$ cat src/rtl/keypad_scanner.sv
// 4x4 matrix keypad scanner: rotates active-low columns, synchronizes rows,
// debounces press and release, and reports each accepted key once.
module keypad_scanner #(
    parameter int SCAN_DIV = 50000,
    parameter int DEBOUNCE = 4
) (
    input  logic       clk,
    input  logic       reset,
    input  logic [4:1] ROW,
    output logic [4:1] COL,
    output logic [3:0] key_code,
    output logic       key_valid,
    output logic       key_held
);
    localparam int DW = (SCAN_DIV > 1) ? $clog2(SCAN_DIV) : 1;
    localparam int CW = $clog2(DEBOUNCE + 1);
    localparam logic [DW-1:0] DIV_LAST = DW'(SCAN_DIV - 1);
    localparam logic [CW-1:0] CNT_DONE = CW'(DEBOUNCE);
    localparam logic [CW-1:0] CNT_ONE  = CW'(1);
    localparam logic [CW-1:0] CNT_ZERO = {CW{1'b0}};

    typedef enum logic [1:0] {
        ST_SCAN    = 2'd0,
        ST_CONFIRM = 2'd1,
        ST_HELD    = 2'd2
    } state_t;

    logic [4:1]    r_sync1;
    logic [4:1]    r_sync2;
    logic [DW-1:0] r_div;
    state_t        r_state;
    logic [1:0]    r_col_idx;
    logic [1:0]    r_cand_row;
    logic [CW-1:0] r_match_cnt;
    logic [CW-1:0] r_rel_cnt;

    logic          w_edge;
    logic          w_pressed;
    logic [1:0]    w_row_idx;
    logic [1:0]    w_col_next;

    function automatic logic [3:0] key_lookup(input logic [1:0] row, input logic [1:0] col);
        logic [3:0] code;
        case ({row, col})
            4'h0:    code = 4'h1;
            4'h1:    code = 4'h2;
            4'h2:    code = 4'h3;
            4'h3:    code = 4'hA;
            4'h4:    code = 4'h4;
            4'h5:    code = 4'h5;
            4'h6:    code = 4'h6;
            4'h7:    code = 4'hB;
            4'h8:    code = 4'h7;
            4'h9:    code = 4'h8;
            4'hA:    code = 4'h9;
            4'hB:    code = 4'hC;
            4'hC:    code = 4'h0;
            4'hD:    code = 4'hF;
            4'hE:    code = 4'hE;
            4'hF:    code = 4'hD;
            default: code = 4'h0;
        endcase
        return code;
    endfunction

    function automatic logic [4:1] col_drive(input logic [1:0] idx);
        logic [4:1] drv;
        case (idx)
            2'd0:    drv = 4'b1110;
            2'd1:    drv = 4'b1101;
            2'd2:    drv = 4'b1011;
            2'd3:    drv = 4'b0111;
            default: drv = 4'b1110;
        endcase
        return drv;
    endfunction

    assign w_edge     = (r_div == DIV_LAST);
    assign w_col_next = r_col_idx + 2'd1;

    // A sample counts as a press only with exactly one row low; anything else reads as released
    always_comb begin
        w_pressed = 1'b0;
        w_row_idx = 2'd0;
        case (~r_sync2)
            4'b0001: begin w_pressed = 1'b1; w_row_idx = 2'd0; end
            4'b0010: begin w_pressed = 1'b1; w_row_idx = 2'd1; end
            4'b0100: begin w_pressed = 1'b1; w_row_idx = 2'd2; end
            4'b1000: begin w_pressed = 1'b1; w_row_idx = 2'd3; end
            default: begin w_pressed = 1'b0; w_row_idx = 2'd0; end
        endcase
    end

    // Row synchronizer and free-running scan divider
    always_ff @(posedge clk) begin
        if (reset) begin
            r_sync1 <= 4'hF;
            r_sync2 <= 4'hF;
            r_div   <= {DW{1'b0}};
        end else begin
            r_sync1 <= ROW;
            r_sync2 <= r_sync1;
            r_div   <= w_edge ? {DW{1'b0}} : r_div + DW'(1);
        end
    end

    // Scan / confirm / held sequencer; column and key outputs are all registered here
    always_ff @(posedge clk) begin
        if (reset) begin
            r_state     <= ST_SCAN;
            r_col_idx   <= 2'd0;
            COL         <= 4'b1110;
            r_cand_row  <= 2'd0;
            r_match_cnt <= CNT_ZERO;
            r_rel_cnt   <= CNT_ZERO;
            key_code    <= 4'h0;
            key_valid   <= 1'b0;
            key_held    <= 1'b0;
        end else begin
            key_valid <= 1'b0;
            if (w_edge) begin
                case (r_state)
                    ST_SCAN: begin
                        if (w_pressed) begin
                            r_cand_row  <= w_row_idx;
                            r_match_cnt <= CNT_ONE;
                            r_state     <= ST_CONFIRM;
                        end else begin
                            r_col_idx <= w_col_next;
                            COL       <= col_drive(w_col_next);
                        end
                    end
                    ST_CONFIRM: begin
                        if (w_pressed && (w_row_idx == r_cand_row)) begin
                            if ((r_match_cnt + CNT_ONE) == CNT_DONE) begin
                                key_code    <= key_lookup(r_cand_row, r_col_idx);
                                key_valid   <= 1'b1;
                                key_held    <= 1'b1;
                                r_match_cnt <= CNT_ZERO;
                                r_rel_cnt   <= CNT_ZERO;
                                r_state     <= ST_HELD;
                            end else begin
                                r_match_cnt <= r_match_cnt + CNT_ONE;
                            end
                        end else begin
                            r_match_cnt <= CNT_ZERO;
                            r_state     <= ST_SCAN;
                            r_col_idx   <= w_col_next;
                            COL         <= col_drive(w_col_next);
                        end
                    end
                    ST_HELD: begin
                        // Any renewed press restarts the release debounce
                        if (w_pressed) begin
                            r_rel_cnt <= CNT_ZERO;
                        end else if ((r_rel_cnt + CNT_ONE) == CNT_DONE) begin
                            r_rel_cnt <= CNT_ZERO;
                            key_held  <= 1'b0;
                            r_state   <= ST_SCAN;
                            r_col_idx <= w_col_next;
                            COL       <= col_drive(w_col_next);
                        end else begin
                            r_rel_cnt <= r_rel_cnt + CNT_ONE;
                        end
                    end
                    default: begin
                        r_state <= ST_SCAN;
                    end
                endcase
            end
        end
    end
endmodule

$ cat config.mk
export PLATFORM = sky130hd
export DESIGN_NAME = keypad_scanner
export DESIGN_NICKNAME = d
export VERILOG_FILES = /design/src/rtl/keypad_scanner.sv
export SDC_FILE = /design/constraint.sdc
export NUM_CORES = 1
export LEC_CHECK = 0
export CORE_MARGIN = 3
export CORE_UTILIZATION = 30
export DETAILED_ROUTE_END_ITERATION = 16
export GPL_TIMING_DRIVEN = 0
export PLACE_DENSITY = 0.42
export SLEW_MARGIN = 15
export SYNTH_ARGS = -nofsm -noshare
export SYNTH_HDL_FRONTEND = slang
export SYNTH_SLANG_ARGS = --single-unit
$ cat constraint.sdc
create_clock -name clk -period 2.9 [get_ports clk]
set_clock_uncertainty 0.05 [all_clocks]
set_input_delay 0.435 -clock clk [delete_from_list [all_inputs] [get_ports clk]]
set_output_delay 0.435 -clock clk [all_outputs]
set_load 0.05 [all_outputs]
==> qor.yml <==
status:
  outcome: "finished clean"
global_routing:
  grt_usage_pct: 11.8
  grt_max_degree: 14
  globalRoute.totalOverflow: 0
  wire_length_of_the_first_global_routing_pass_mm: 8.19
  first_global_vias: 1677
  antenna_violations_before_repair: 0
finish:
  flow.area_growth_from_synthesis_pct: 16.5
  layout.filler_cells: 781
  final_core_utilization_pct: 36.5
  layout-drive-gt1-share_pct: 7.77
  final-instance-count-excl-fill: 382
  finish.net_count: 299
  antenna_cells_inserted: 0
placement:
  dp.final_hpwl_mm: 3.46
  numPlacedInstances: 374
  gp_congestion: 0.797
  portBuffers: 15
drt:
  drc: 0
  post_drt_wl_per_cell_um: 12.4
  detail-route-antenna-nets: 0
  vias_per_cell: 4.63
  drtPass1Iterations: 4
  routed_wl_mm: 4.74
  drtIter0Drc: 47
  route.vias.total: 1767
clocking:
  cts.sinks: 46
  clock_tree_from_tritoncts: "built"
  clock_latency_of_the_later_clocked_register_in_the_worst_skew_pair_ps: 300
  ctsHtreeMaxLevel: 2
  clock_tree.buffer_depth: 2
  hold_buffers: 0
  cts_inserted_buffers: 5
  post_cts_setup_buffers: 0
  path_clk_slew_ps: 90
  ctsResizeCount: 0
  clock_tree.root_cell: "clkbuf_8"
synth:
  synth_top_area_cell: "dfxtp_1"
  yosysSeqAreaShare_pct: 39.9
  postSynthAreaPerCell_um2: 8.88
  syn_area_um2: 2310
  yosys_register_bits: 46
  synthTopCellsByArea: "dfxtp_1, nor2_1, ha_1"
  synthArstFlopShare_pct: 0
  synth_warnings: 0
  synthesis.instances: 260
  yosys_most_used_dff: "dfxtp_1"
  synth.net_count: 277
  synth_enable_flop_cells: 0
  synth_top_area_share_pct: 39.9
  yosys.cell_types.count: 49
sta:
  setup_tns_ps: 0
  fmaxAchievable_mhz: 435
  final_max_slew_viol_count: 0
  post-route-min-period_ps: 2300
  grt_setup_unrepaired: "no"
  worst_slew_pin_slew_ps: 540
  post-route-period-util_pct: 79.2
  hold_viol_final: 0
  finalSetupViolCount: 0
  max-slew-margin-rel_pct: 63.6
  fin_worst_hold_slack_ps: 364
power:
  final_power_uw: 1170
  pwr_density_cell_nw_per_um2: 436
  seq_power_share_pct: 55.4
  net-switching-power_uw: 251
  clock_power_share_pct: 40.1
  cellInternalPower_uw: 922
  irDropWorstVdd_mv: 0.161
  power.share.combinational_pct: 4.6
  power.static_leakage_uw: 0.000988
  power.share.switching_pct: 21.4
setup_path:
  timing.critical_path.fanout_max: 10
  critPathKind: "flip-flop to flip-flop"
  worst_ep_required_time_ps: 3050
  critical_path.startpoint: "r_div[0]"
  timing.rr.start: "r_div[0]"
  cp.arrival_ps: 2440
  timing.critical_path.from_type: "flip-flop"
  critPathCaptureType: "flip-flop"
  regToRegSetupSlack_ps: 600
run:
  maxCapViolations: 0
die:
  die_w_um: 93.7
  floorplan_core_area_um2: 7370
  die_area_um2: 8780
  boundaryPins: 16
  core.rowCount: 31
  die_height_um: 93.7
  start_util_pct: 31.3
worst_hold_path:
  worstHoldPathType: "flip-flop to flip-flop"
  min-delay-start: "r_sync1[1]"
[metrics by stage]
step	worst slack (ps)	cell area [µm²]
after floorplan	908	2310
after global placement	575	2580
after detailed placement	598	2580
after CTS	593	2690
after global routing	421	2690
final	603	2690
[layout by cell type, fill, tap and decap left out, types with 3 or more instances in the layout]
master           synthesis  routed
mux2i_1                  9       9
nor2_1                  37      37
dfxtp_1                 46      46
nor4_1                   3       3
and3_1                   5       5
a31oi_1                  4       4
clkdlybuf4s50_1          0      15
o21ai_0                  3       3
nand2_1                 13      13
ha_1                    11      11
nor3_1                   3       3
clkbuf_8                 0       5
a21oi_1                 12      12
nand4_1                  3       3
xor2_1                   9       9
nand2b_1                10      10
or2_2                    8       8
nor2b_1                  7       7
nand3_1                 10      10
xnor2_1                  8       8
or3_1                    3       3
clkbuf_1                10      12
inv_1                    9       9
nand3b_1                 3       3
[sequential cells by signal, indices dropped and copies added, names as in the netlist, 3 cells and up]
name	flops
r_rel_cnt	3
r_match_cnt	3
r_sync2	4
r_sync1	4
key_code	4
r_div	16
COL	4
[worst paths after layout]
| check | to | cells after the start |
|---|---|---|
| worst max register to register | COL[1] | 8 |
| worst min-delay path | r_sync2[1] | 1 |
| worst max-delay path | COL[1] | 8 |
| worst min register to register | r_sync2[1] | 1 |
[layout make-up]
type                            count  area [µm²]  area share (%)
Sequential cell                    46         921            34.2
Tap cell                           99         124            4.61
Clock buffer                        7        76.3            2.84
Buffer                             12        56.3            2.09
Timing Repair Buffer               15         150            5.58
Clock inverter                      1        30.0            1.12
Inverter                            9        33.8            1.26
Multi-Input combinational cell    193        1300            48.3
[cell usage after synthesis (4+ instances only)]
cell type and number:
dfxtp_1 46, nand2_1 13, nand2b_1 10, mux2i_1 9, xor2_1 9, nor2b_1 7
a21oi_1 12, xnor2_1 8, and3_1 5, clkbuf_1 10, ha_1 11, inv_1 9
nand3_1 10, or2_2 8, a31oi_1 4, nor2_1 37
[layer usage]
metal | routed length [µm] | share of wire [%] | GRT usage, % | up-vias
li1 | - | - | - | 942
met1 | 2580 | 54 | 17.1 | 800
met2 | 1970 | 42 | 16.9 | 17
met3 | 103 | 2.2 | 2.16 | 8
met4 | 87 | 1.8 | 5.05 | 0
met5 | 0 | 0 | 0 | -
[kinds of logic after synthesis]
group / synth area share [%]
and+or+nand+nor: 27.0
AOI/OAI and AO/OA: 11.5
buffers and inverters: 3.90
xor gates and xnor gates: 6.45
DFF: 39.9
adders and majority gates: 5.96
muxes: 5.20
[power by group through the flow]
stage                     clock network, µW  logic (µW)  registers (µW)
after detailed placement                  0        54.9             665
final                                   470        53.8             649
after global routing                    513        60.4             652
after CTS                               495        54.9             650
after global placement                    0        54.9             665
after floorplan                           0        36.5             662
[worst max-delay path, cell delays in order, from the launching register on]
cell      delay (ps)
dfxtp_1          330
ha_1             260
and3_1           240
nand4_1          120
clkbuf_1         370
nor2_1           130
a32o_1           260
buf_6            150
mux2_4           290
No activity file was read; power rests on OpenSTA's default activity.
